==> config.mk <==
export PLATFORM = sky130hd
export DESIGN_NAME = fifo_rd_ctrl_flat
export DESIGN_NICKNAME = d
export VERILOG_FILES = /design/src/rtl/fifo_rd_ctrl_if.sv /design/src/rtl/fifo_rd_ctrl.sv /design/src/flat_wrapper.sv
export SDC_FILE = /design/constraint.sdc
export NUM_CORES = 1
export LEC_CHECK = 0
export CORE_UTILIZATION = 41
export CTS_CLUSTER_DIAMETER = 80
export CTS_CLUSTER_SIZE = 8
export DETAILED_ROUTE_END_ITERATION = 12
export PLACE_DENSITY = 0.82
export SYNTH_ARGS = -nofsm -noshare
export SYNTH_HDL_FRONTEND = slang
export SYNTH_SLANG_ARGS = --single-unit
==> constraint.sdc <==
create_clock -name clk -period 1.8 [get_ports clk]
set_input_delay 0.27 -clock clk [delete_from_list [all_inputs] [get_ports clk]]
set_output_delay 0.27 -clock clk [all_outputs]
set_load 0.1 [all_outputs]
==> src/rtl/fifo_rd_ctrl_if.sv <==
// fifo_rd_ctrl_if: FIFO read port plus valid/ready output stream of the read controller.
interface fifo_rd_ctrl_if #(parameter int DATA_WIDTH = 32);
   logic                  rd_en;
   logic                  empty;
   logic                  rd_ack;
   logic                  rd_err;
   logic [DATA_WIDTH-1:0] fifo_dout;
   logic                  out_valid;
   logic [DATA_WIDTH-1:0] out_data;
   logic                  out_ready;
   modport master (output rd_en, out_valid, out_data,
                   input  empty, rd_ack, rd_err, fifo_dout, out_ready);
   modport slave  (input  rd_en, out_valid, out_data,
                   output empty, rd_ack, rd_err, fifo_dout, out_ready);
endinterface

==> src/rtl/fifo_rd_ctrl.sv <==
// fifo_rd_ctrl: drains a programmed burst from the FIFO read port onto a valid/ready stream.
module fifo_rd_ctrl #(
   parameter int DATA_WIDTH = 32,
   parameter int TIMEOUT    = 16
) (
   input  logic                 clk,
   input  logic                 reset_n,
   input  logic                 start,
   input  logic [3:0]           burst_len,
   input  logic                 err_clr,
   fifo_rd_ctrl_if.master       bus,
   output logic                 busy,
   output logic                 done,
   output logic                 err,
   output logic [1:0]           err_code,
   output logic [3:0]           words_read
);
   typedef enum logic [2:0] {IDLE, ISSUE, WAIT, HOLD, DONE, ERR} state_t;
   localparam logic [7:0] TO = 8'(TIMEOUT);
   state_t                state;
   logic [3:0]            remaining;
   logic [7:0]            cnt;
   logic [DATA_WIDTH-1:0] data_q;
   assign bus.rd_en     = state == ISSUE && !bus.empty;
   assign bus.out_valid = state == HOLD;
   assign bus.out_data  = data_q;
   assign busy          = state != IDLE && state != ERR;
   assign done          = state == DONE;
   assign err           = state == ERR;
   always_ff @(posedge clk or negedge reset_n) begin
      if (!reset_n) begin
         state      <= IDLE;
         remaining  <= '0;
         cnt        <= '0;
         data_q     <= '0;
         err_code   <= '0;
         words_read <= '0;
      end else begin
         case (state)
            IDLE:
               if (start) begin
                  words_read <= '0;
                  cnt        <= '0;
                  remaining  <= burst_len > 4'd8 ? 4'd8 : burst_len;
                  state      <= burst_len == 4'd0 ? DONE : ISSUE;
               end
            ISSUE:
               if (!bus.empty) state <= WAIT;
               else begin
                  cnt <= cnt + 8'd1;
                  if (cnt + 8'd1 >= TO) begin
                     state    <= ERR;
                     err_code <= 2'd3;
                  end
               end
            WAIT:
               if (bus.rd_err) begin
                  state    <= ERR;
                  err_code <= 2'd1;
               end else if (bus.rd_ack) begin
                  data_q     <= bus.fifo_dout;
                  remaining  <= remaining - 4'd1;
                  words_read <= words_read + 4'd1;
                  cnt        <= '0;
                  state      <= HOLD;
               end else begin
                  state    <= ERR;
                  err_code <= 2'd2;
               end
            HOLD:
               if (bus.out_ready) state <= remaining == 4'd0 ? DONE : ISSUE;
            DONE:
               state <= IDLE;
            ERR:
               if (err_clr) begin
                  state    <= IDLE;
                  err_code <= '0;
               end
            default:
               state <= IDLE;
         endcase
      end
   end
endmodule

==> src/flat_wrapper.sv <==
// flat-port wrapper written by rule: the top's interface ports become plain ports
module fifo_rd_ctrl_flat 
#(
   parameter int DATA_WIDTH = 32,
   parameter int TIMEOUT    = 16
)
  (clk, reset_n, start, burst_len, err_clr, busy, done, err, err_code, words_read, bus_rd_en, bus_out_valid, bus_out_data, bus_empty, bus_rd_ack, bus_rd_err, bus_fifo_dout, bus_out_ready);
  fifo_rd_ctrl_if #(.DATA_WIDTH(DATA_WIDTH)) bus_i ();
  input  logic clk;
  input  logic reset_n;
  input  logic start;
  input  logic [3:0] burst_len;
  input  logic err_clr;
  output logic busy;
  output logic done;
  output logic err;
  output logic [1:0] err_code;
  output logic [3:0] words_read;
  output wire logic [$bits(bus_i.rd_en)-1:0] bus_rd_en;
  output wire logic [$bits(bus_i.out_valid)-1:0] bus_out_valid;
  output wire logic [$bits(bus_i.out_data)-1:0] bus_out_data;
  input wire logic [$bits(bus_i.empty)-1:0] bus_empty;
  input wire logic [$bits(bus_i.rd_ack)-1:0] bus_rd_ack;
  input wire logic [$bits(bus_i.rd_err)-1:0] bus_rd_err;
  input wire logic [$bits(bus_i.fifo_dout)-1:0] bus_fifo_dout;
  input wire logic [$bits(bus_i.out_ready)-1:0] bus_out_ready;
  assign bus_rd_en = bus_i.rd_en;
  assign bus_out_valid = bus_i.out_valid;
  assign bus_out_data = bus_i.out_data;
  assign bus_i.empty = bus_empty;
  assign bus_i.rd_ack = bus_rd_ack;
  assign bus_i.rd_err = bus_rd_err;
  assign bus_i.fifo_dout = bus_fifo_dout;
  assign bus_i.out_ready = bus_out_ready;
  fifo_rd_ctrl #(.DATA_WIDTH(DATA_WIDTH), .TIMEOUT(TIMEOUT)) u_core (.clk(clk), .reset_n(reset_n), .start(start), .burst_len(burst_len), .err_clr(err_clr), .bus(bus_i), .busy(busy), .done(done), .err(err), .err_code(err_code), .words_read(words_read));
endmodule
### Word level (Yosys, flattened, before mapping)

Index checks and enable logic that the tools add are counted.

* register bits after elaboration: 53
* word-level logic and storage cells: 72

* equal/unequal tests: 15
* order comparisons: 2
* multiplexer cells: 30
* reduce and logical (&&, ||, !) cells: 15
* bitwise logic cells: 1
* $add $sub $neg: 3

Operators by type and width (number)
* $mux W8: 4
* $mux W4: 7
* $mux W3: 9
* $pmux W8 S3: 1
* $pmux W4 S2: 2
* $pmux W3 S5: 1
* $ne A2 B2 Y1 const B: 6
* $mux W2: 5
* $reduce_and A5 Y1: 2
* $ne A3 B3 Y1 const B: 3
* $reduce_bool A3 Y1: 3
* $add A8 B1 Y8 const B: 1
* $ge A8 B5 Y1 const B: 1
* $logic_not A4 Y1: 2
* $reduce_and A4 Y1: 2
* $eq A3 B2 Y1 const B: 2
* $eq A3 B3 Y1 const B: 2
* $pmux W2 S3: 1
* $add A4 B1 Y4 const B: 1
* $gt A4 B4 Y1 const B: 1
* $sub A4 B1 Y4 const B: 1
* $eq A3 B1 Y1 const B: 1
* $logic_not A3 Y1: 1
* $reduce_and A3 Y1: 1
* other kinds (5): 6

### Depth between registers and ports, before layout

Gate-level depths: netlist of run 1.

* word-level depth: 5
* depth in mapped cells: 7

### Least setup slack after synthesis of run 1

OpenSTA, ideal clock, no wires.

* path kind: register to output
* start point: register u_core.state[0]
* end point: output port bus_rd_en
* arrival time: 2166 ps
* cell stages (with the launch flop): 5
* data required time: 1530 ps
* path slack: -636 ps
* buffers on the path: 1
* path through: dfrtp_1 > buf_2 > and2b_1 > nand2b_1 > nor2_1

* cells in the longest elaborated chain, start to end: 2

Ends and longest elaborated chain
* start, declared: RTL line fifo_rd_ctrl.sv:20 `state_t state;`
* start signal, assigned: RTL line fifo_rd_ctrl.sv:45 `state <= burst_len == 4'd0 ? DONE : ISSUE;`
* start signal, assigned: RTL line fifo_rd_ctrl.sv:71 `if (bus.out_ready) state <= remaining == 4'd0 ? DONE : ISSUE;`
* $eq A3 B1 Y1: RTL line fifo_rd_ctrl.sv:24 `assign bus.rd_en = state == ISSUE && !bus.empty;`
* $logic_and A1 B1 Y1: RTL line fifo_rd_ctrl.sv:24
* end, declared: RTL line flat_wrapper.sv:19 `output wire logic [$bits(bus_i.rd_en)-1:0] bus_rd_en;`

Every way passes these cells.

### Final worst setup path of run 1

* start point: register u_core.cnt[0]
* end point: register u_core.state[2]

* cells in the longest elaborated chain, start to end: 4

Ends and longest elaborated chain
* start, declared: RTL line fifo_rd_ctrl.sv:22 `logic [7:0] cnt;`
* start signal, assigned: RTL line fifo_rd_ctrl.sv:50 `cnt <= cnt + 8'd1;`
* $add A8 B1 Y8: RTL line fifo_rd_ctrl.sv:51 `if (cnt + 8'd1 >= TO) begin`
* $ge A8 B5 Y1: RTL line fifo_rd_ctrl.sv:51
* $ne A3 B3 Y1 (no source line)
* $reduce_and A4 Y1 (no source line)

Every way passes these cells.
A chain may end at the register's enable or synchronous reset.

==> results of run 1 <==
==> critical path, stage by stage, from the launching register on <==
cell and delay [ns]:
dfrtp_1 0.40, ha_2 0.19, or3_1 0.30, a211o_1 0.30, o41ai_4 0.08, a21oi_2 0.09, a311o_1 0.29
==> per-layer routing <==
metal  up-vias  GRT usage, %  part of all wire (%)  wire, um
met4         0          6.96                   1.1        67
met3         7          3.41                   4.3       255
met5         -             0                     0         0
li1       1150             -                     -         -
met1      1102          25.3                    45      2660
met2        61          33.3                    50      2980
==> metrics by stage <==
step | instances | hold WS [ns]
3_3_place_gp | 451 | 0.284
3_5_place_dp | 451 | 0.286
2_1_floorplan | 283 | -0.0256
5_1_grt | 464 | 0.492
6_report | 464 | 0.482
4_1_cts | 463 | 0.476
==> synthesized netlist by cell type, types with 2 or more instances <==
cell type  count  area (um^2)
dfrtp_1       53         1330
nand3_1        6         30.0
clkbuf_1       3         11.3
ha_1           3         37.5
nor2_1        17         63.8
nand2_1      108          405
nor3b_2        2         25.0
nand2b_1       5         31.3
o21ai_1        2         10.0
nor3_1         2         10.0
o2bb2ai_1      4         35.0
nor2b_1        3         18.8
a21oi_1        4         20.0
o41ai_1        2         17.5
a311o_1        2         20.0
inv_1          4         15.0
and2_1         3         18.8
xor2_1         4         35.0
or3_1          3         18.8
o21ai_0       14         70.1
nor3b_1        2         15.0
a31oi_1        3         18.8
buf_2          8         40.0
==> final timing paths <==
check / slack, ns / to
max in group asynchronous: 1.06 / u_core.state[2]$_DFFE_PN0P_
setup reg to reg: 0.04 / u_core.state[2]$_DFFE_PN0P_
hold reg to reg: 0.48 / u_core.bus.out_data[25]$_DFFE_PN0P_
setup / recovery: 0.04 / u_core.state[2]$_DFFE_PN0P_
hold / removal: 0.48 / u_core.bus.out_data[25]$_DFFE_PN0P_
min in group asynchronous: 0.49 / u_core.state[0]$_DFFE_PN0P_
==> kinds of logic (layout without fill, tap and decap cells) <==
logic type,after synthesis,in the layout,synth area share [%]
AND/OR/NAND/NOR,161,161,28.6
flip-flops,53,53,52.7
buffers and inverters,17,123,3.08
AO/OA/AOI/OAI,42,42,11.5
adder cells (fa/ha/maj),3,3,1.49
multiplexers,2,2,0.845
XOR/XNOR,5,5,1.74
==> layout make-up <==
class / instances / area [um^2] / area share, %
flip-flops and latches: 53 / 1330 / 34.7
multi-input cells: 213 / 1150 / 30.1
repair buffers: 111 / 1130 / 29.4
clock inverters: 1 / 30.0 / 0.783
well taps: 75 / 93.8 / 2.45
inverters: 4 / 15.0 / 0.391
clock buffers: 7 / 86.3 / 2.25
==> placed cells by master, fill, tap and decap left out, types with 3 or more instances in the layout <==
cell,netlist,final
or3_1,3,3
nand3_1,6,6
dfrtp_2,0,3
o21ai_0,14,14
dfrtp_1,53,50
nor2_1,17,16
clkbuf_8,0,6
a21oi_1,4,4
inv_1,4,4
xor2_1,4,4
buf_4,1,52
buf_12,0,15
nand2b_1,5,3
nor2b_1,3,3
nand2_1,108,108
a31oi_1,3,3
clkdlybuf4s50_1,0,42
==> flip-flops by register name (all words and copies together), names as in the netlist <==
signal               count
u_core.cnt               8
u_core.err_code          2
u_core.words_read        4
u_core.state             3
u_core.bus.out_data     32
u_core.remaining         4
==> what timing repair did <==
item	4_1_cts	5_1_grt
resized for setup	2	4
endpoints found under the setup margin	3	4
setup buffers	3	1
hold buffers	1	0
pin swaps	3	4
endpoints found under the hold margin	53	0
==> results.yml, run 1 <==
status:
  status: "complete, no violations"
grt:
  grt_pass1_wl_um: 9920
  grt_max_degree: 54
  grt_remaining_overflow: 0
  antenna_found_initial: 0
  first_global_vias: 2208
  track_usage_pct: 19.7
detailed_routing:
  viasPerCell: 5.00
  ant_nets: 0
  drc_errors: 0
  first_iter_violations: 159
  wl_um: 5960
  routedWlPerCell_um: 12.8
  vias: 2320
  firstDrtPassIters: 4
worst_setup_path:
  cp-end-kind: "register"
  path_class: "register to register"
  r2r_start: "u_core.cnt[0]$_DFFE_PN0P_"
  cp-start-kind: "register"
  ff2ff_path_depth: 6
  critPathArrivalTime_ns: 1.95
  worstSetupStartpoint: "u_core.cnt[0]$_DFFE_PN0P_"
  timing.critical_path.fanout_max: 3
  cp.required_ns: 1.99
hold_path:
  min_path_cells: 2
  hp-class: "register to register"
  hold_start: "u_core.bus.out_data[25]$_DFFE_PN0P_"
sta:
  timing.final.crit_share_pct: 97.7
  skew_ns: 0.00401
  hold_viol: 0
  slew_viol_final: 0
  max_slew_margin_pct: 65.9
  finalSetupViolations: 0
  tightest_slew_ns: 0.507
  period_minus_slack_ns: 1.76
  rsz0062_at_grt: "true"
  max_freq_mhz: 569
  fin_ws_ns: 0.0414
  fin_tns_setup_ns: 0
logic_synthesis:
  seq_area_frac_synth_pct: 52.7
  syn_area_um2: 2520
  avgSynthCellArea_um2: 8.89
  synth_edf_count: 0
  synth_cells: 283
  yosysUniqueCellTypes: 49
  ys_async_sr_fraction_pct: 100
  ys_ff_latch: 53
  yosysWarnings: 0
  synth_fp_nets: 330
  synth_flop_cell: "dfrtp_1"
final_layout:
  num-fill-cells: 470
  drive_above_1_share_pct: 24.7
  finalInstanceArea_um2: 3840
  antenna_cells: 0
  final_core_util_pct: 64.8
  syn2layout_area_growth_pct: 52.5
  fin_nets: 435
clock_tree:
  cts_tree: "yes"
  worstSkewPairLatency_ns: 0.30
  cts_buffer_depth: 2
  cts-htree-levels: 2
  cts_root_buffer: "clkbuf_8"
  cts_made_buffers: 5
  clk_pin_slew_ns: 0.09
  clock-sinks: 53
placed_design:
  io_buffers: 86
  post-place-ws_ns: -0.00556
  gp_congestion: 0.854
  place_area_um2: 3660
  dp_hpwl_um: 4240
die:
  die_h_um: 80.3
  core_area_um2: 5920
  fp-row-count: 28
  die_w_um: 80.3
  dieArea_um2: 6450
  start_util_pct: 42.5
  pin_count: 87
job:
  max_cap_viol_count: 0
Power of run 1 is not shown: default switching activity piles up to over one toggle a cycle in this logic, so the estimate is an artifact.
==> run 2, diff against run 1 <==
- CELL_PAD_IN_SITES_DETAIL_PLACEMENT: not set -> 2
- CELL_PAD_IN_SITES_GLOBAL_PLACEMENT: not set -> 2
- CORE_UTILIZATION: 41 -> 23
- PLACE_DENSITY: 0.82 -> 0.81
==> results.yml, run 2 (synthesis gave the netlist of run 1 again) <==
final_layout:
  multi_input_area_um2: 1150
  num-fill-cells: 1183
  largest_reg_flops: 32
  final_common_cell: "nand2_1"
  layout.cells.non_filler: 533
  final_cell_mix: "108 x nand2_1, 62 x buf_4, 50 x dfrtp_1"
  syn2layout_area_growth_pct: 56.1
  antenna_cells: 0
  drive_above_1_share_pct: 26.2
  regArea_um2: 1330
  fin_nets: 444
worst_setup_path:
  cpMaxStageDelayCell: "dfrtp_1"
  r2r_slack_ns: -0.03
  crit_chain: "ha_2 > or3_1 > a211o_1 > o41ai_4 > a21oi_2 > a311o_1"
  cp.required_ns: 1.99
  path_delay_family: "compound AO/OA/AOI/OAI gates"
  ff2ff_path_depth: 6
  r2r_start: "u_core.cnt[1]$_DFFE_PN0P_"
  cp-start-kind: "register"
  cp-end-kind: "register"
  worst-path-buf-inv: 0
  critPathArrivalTime_ns: 2.02
  r2r_end: "u_core.state[2]$_DFFE_PN0P_"
  cpPeakStageDelay_ns: 0.40
  timing.critical_path.fanout_max: 3
  path_class: "register to register"
placed_design:
  gp_congestion: 0.761
  place_inst: 518
  dp_hpwl_um: 5890
  io_buffers: 86
clock_tree:
  cts_tree: "yes"
  clk_pin_slew_ns: 0.09
  cts_made_buffers: 5
  clock-sinks: 53
  worstSkewPairLatency_ns: 0.30
  cts_buffer_depth: 2
  cts_root_buffer: "clkbuf_8"
  cts-htree-levels: 2
detailed_routing:
  first_iter_violations: 62
  vias: 2416
  wl_um: 7960
  routedWlPerCell_um: 14.9
  ant_nets: 0
  firstDrtPassIters: 4
  drc_errors: 0
  viasPerCell: 4.53
sta:
  timing.final.crit_share_pct: 102
  slew_viol_final: 0
  skew_ns: 0.00309
  finalSetupViolations: 1
  fin_ws_ns: -0.0335
  period_minus_slack_ns: 1.83
  max_slew_margin_pct: 74.6
  hold_viol: 0
  tightest_slew_ns: 0.376
  max_freq_mhz: 545
  rsz0062_at_grt: "true"
die:
  start_util_pct: 24.0
  dieArea_um2: 11400
  pin_count: 87
  fp-row-count: 37
  core_area_um2: 10500
  die_w_um: 107
  die_h_um: 107
grt:
  grt_pass1_wl_um: 13200
  grt_remaining_overflow: 0
  grt_max_degree: 54
  antenna_found_initial: 0
  track_usage_pct: 14.4
  first_global_vias: 2691
status:
  violations: "setup timing"
  status: "complete, but fails checks"
job:
  max_cap_viol_count: 0
hold_path:
  min_path_cells: 2
  holdPathEnd: "u_core.bus.out_data[31]$_DFFE_PN0P_"
  hp-class: "register to register"
  hold_start: "u_core.bus.out_data[31]$_DFFE_PN0P_"
## run 2: through the flow
step           setup TNS [ns]  utilization (%)  hold WS (ns)  area [um^2]  worst slack (ns)
2_1_floorplan               0                -       -0.0256         2540            0.0141
3_3_place_gp           -0.131             35.9         0.299         3760           -0.0635
3_5_place_dp           -0.925             35.9         0.298         3760            -0.104
4_1_cts               -0.0357             37.2         0.475         3890           -0.0357
5_1_grt                -0.138             37.6         0.485         3930           -0.0846
6_report              -0.0335             37.6         0.482         3930           -0.0335
## run 2: worst register-to-register path, stage by stage (launching register included)
cell	delay, ns
dfrtp_1	0.40
ha_2	0.20
or3_1	0.32
a211o_1	0.30
o41ai_4	0.08
a21oi_2	0.11
a311o_1	0.32
## run 2: area by class of cell
type	instances	area share, %
Timing Repair Buffer	120	30.1
Tap cell	136	4.33
Sequential cell	53	33.9
Clock buffer	7	2.20
Multi-Input combinational cell	213	29.2
Inverter	4	0.382
## run 2: how the worst max path moves through the flow
stage	endpoint	slack [ns]	start	cells after the start
after floorplan	u_core.state[2]$_DFFE_PN0P_	0.01	u_core.cnt[1]$_DFFE_PN0P_	6
after global placement	u_core.words_read[3]$_DFFE_PN0P_	-0.06	bus_rd_ack	7
after detailed placement	u_core.cnt[2]$_DFFE_PN0P_	-0.10	bus_rd_ack	7
after CTS	u_core.state[2]$_DFFE_PN0P_	-0.04	u_core.cnt[1]$_DFFE_PN0P_	6
after global routing	u_core.state[2]$_DFFE_PN0P_	-0.08	u_core.cnt[1]$_DFFE_PN0P_	6
final	u_core.state[2]$_DFFE_PN0P_	-0.03	u_core.cnt[1]$_DFFE_PN0P_	6
## run 2: what timing repair did
item | CTS | global route
resized for setup | 5 | 1
pin swaps | 0 | 0
hold buffers | 1 | 0
endpoints found under the hold margin | 53 | 0
setup buffers | 4 | 3
endpoints found under the setup margin | 6 | 5
## run 2: layer usage
| layer | GRT usage [%] | vias to the layer above | part of all wire (%) |
|---|---|---|---|
| met5 | 0 | - | 0 |
| met4 | 2.84 | 0 | 0.58 |
| met3 | 3.10 | 4 | 4.6 |
| met2 | 27.2 | 51 | 54 |
| met1 | 16.7 | 1196 | 41 |
| li1 | - | 1165 | - |
Power of run 2 is left out for the same reason.
==> run 3, diff against run 2 <==
- CTS_CLUSTER_SIZE: 8 -> not set
- PLACE_DENSITY: 0.81 -> not set
- PLACE_DENSITY_LB_ADDON: not set -> 0.25
==> results.yml, run 3 (synthesis gave the netlist of run 1 again) <==
status:
  status: "complete, no violations"
worst_setup_path:
  r2r_start: "u_core.cnt[1]$_DFFE_PN0P_"
  cp.required_ns: 2.03
  path_class: "register to register"
  cp-start-kind: "register"
  r2r_end: "u_core.err_code[0]$_DFFE_PN0P_"
  r2r_slack_ns: 0.05
  critPathArrivalTime_ns: 1.99
  ff2ff_path_depth: 7
  timing.critical_path.fanout_max: 3
  cp-end-kind: "register"
  endpoint: "u_core.err_code[0]$_DFFE_PN0P_"
  worstSetupStartpoint: "u_core.cnt[1]$_DFFE_PN0P_"
die:
  start_util_pct: 24.0
  dieArea_um2: 11400
  die_h_um: 107
  pin_count: 87
  fp-row-count: 37
  die_w_um: 107
  core_area_um2: 10500
clock_tree:
  cts_tree: "yes"
  worstSkewPairLatency_ns: 0.30
  cts_buffer_depth: 2
  clk_pin_slew_ns: 0.10
  cts_root_buffer: "clkbuf_8"
  clock-sinks: 53
  cts_made_buffers: 5
  cts-htree-levels: 2
grt:
  grt_remaining_overflow: 0
  track_usage_pct: 14.3
  grt_pass1_wl_um: 13000
  grt_max_degree: 54
  first_global_vias: 2611
  antenna_found_initial: 0
placed_design:
  dp_hpwl_um: 5780
  post-place-ws_ns: -0.0383
  io_buffers: 86
  gp_congestion: 0.705
detailed_routing:
  wl_um: 7920
  first_iter_violations: 35
  routedWlPerCell_um: 14.9
  firstDrtPassIters: 4
  ant_nets: 0
  vias: 2419
  viasPerCell: 4.54
  drc_errors: 0
final_layout:
  syn2layout_area_growth_pct: 57.7
  drive_above_1_share_pct: 27.0
  final_common_cell: "nand2_1"
  antenna_cells: 0
  num-fill-cells: 1173
  final_cell_mix: "108 x nand2_1, 63 x buf_4, 51 x dfrtp_1"
  largest_reg_flops: 32
  fin_nets: 444
job:
  max_cap_viol_count: 0
sta:
  fin_ws_ns: 0.0480
  max_freq_mhz: 571
  max_slew_margin_pct: 71.1
  finalSetupViolations: 0
  skew_ns: 0.00869
  period_minus_slack_ns: 1.75
  tightest_slew_ns: 0.432
  timing.final.crit_share_pct: 97.3
  hold_viol: 0
  rsz0062_at_grt: "true"
  slew_viol_final: 0
hold_path:
  min_path_cells: 3
  hold_start: "bus_fifo_dout[12]"
  hp-class: "input pin to register"
## run 3: worst min path at each step
stage	to	slack [ns]
floorplan	u_core.bus.out_data[0]$_DFFE_PN0P_	-0.03
global placement	u_core.state[0]$_DFFE_PN0P_	0.30
detailed placement	u_core.err_code[0]$_DFFE_PN0P_	0.30
CTS	u_core.bus.out_data[12]$_DFFE_PN0P_	0.47
global route	u_core.bus.out_data[24]$_DFFE_PN0P_	0.48
finish	u_core.bus.out_data[12]$_DFFE_PN0P_	0.48
## run 3: timing repair
action | 4_1_cts | 5_1_grt
pin swaps | 3 | 4
hold buffers | 1 | 0
endpoints found under the setup margin | 4 | 4
setup buffers | 3 | 3
hold endpoints to repair | 53 | 0
gates resized for setup | 5 | 4
## run 3: layout make-up
type | count | area, um^2 | share of cell area (%)
Inverter | 4 | 15.0 | 0.378
Clock buffer | 5 | 68.8 | 1.73
Sequential cell | 53 | 1330 | 33.5
Multi-Input combinational cell | 213 | 1180 | 29.7
Clock inverter | 2 | 38.8 | 0.977
Tap cell | 136 | 170 | 4.29
Timing Repair Buffer | 120 | 1170 | 29.4
## run 3: layer usage
| metal | part of all wire, % | up-vias | GRT usage (%) |
|---|---|---|---|
| li1 | - | 1164 | - |
| met1 | 43 | 1192 | 17.5 |
| met2 | 50 | 58 | 25.6 |
| met3 | 5.6 | 5 | 3.65 |
| met4 | 0.43 | 0 | 2.35 |
| met5 | 0 | - | 0 |
## run 3: through the flow
step	util [%]	cell area, um^2	std cells	hold WS [ns]	TNS, ns
2_1_floorplan	-	2540	283	-0.0256	0
3_3_place_gp	36.0	3760	519	0.301	-0.0168
3_5_place_dp	36.0	3760	519	0.298	-0.245
4_1_cts	37.5	3930	530	0.474	0
5_1_grt	37.9	3970	533	0.480	-0.0525
6_report	37.9	3970	533	0.483	0
## run 3: critical path, stage by stage (launching register included)
cell	delay, ns
dfrtp_1	0.40
ha_2	0.19
or3_1	0.30
a211o_1	0.30
o41ai_4	0.08
buf_4	0.18
a31o_4	0.15
o2bb2ai_2	0.09
Power of run 3 is left out for the same reason.
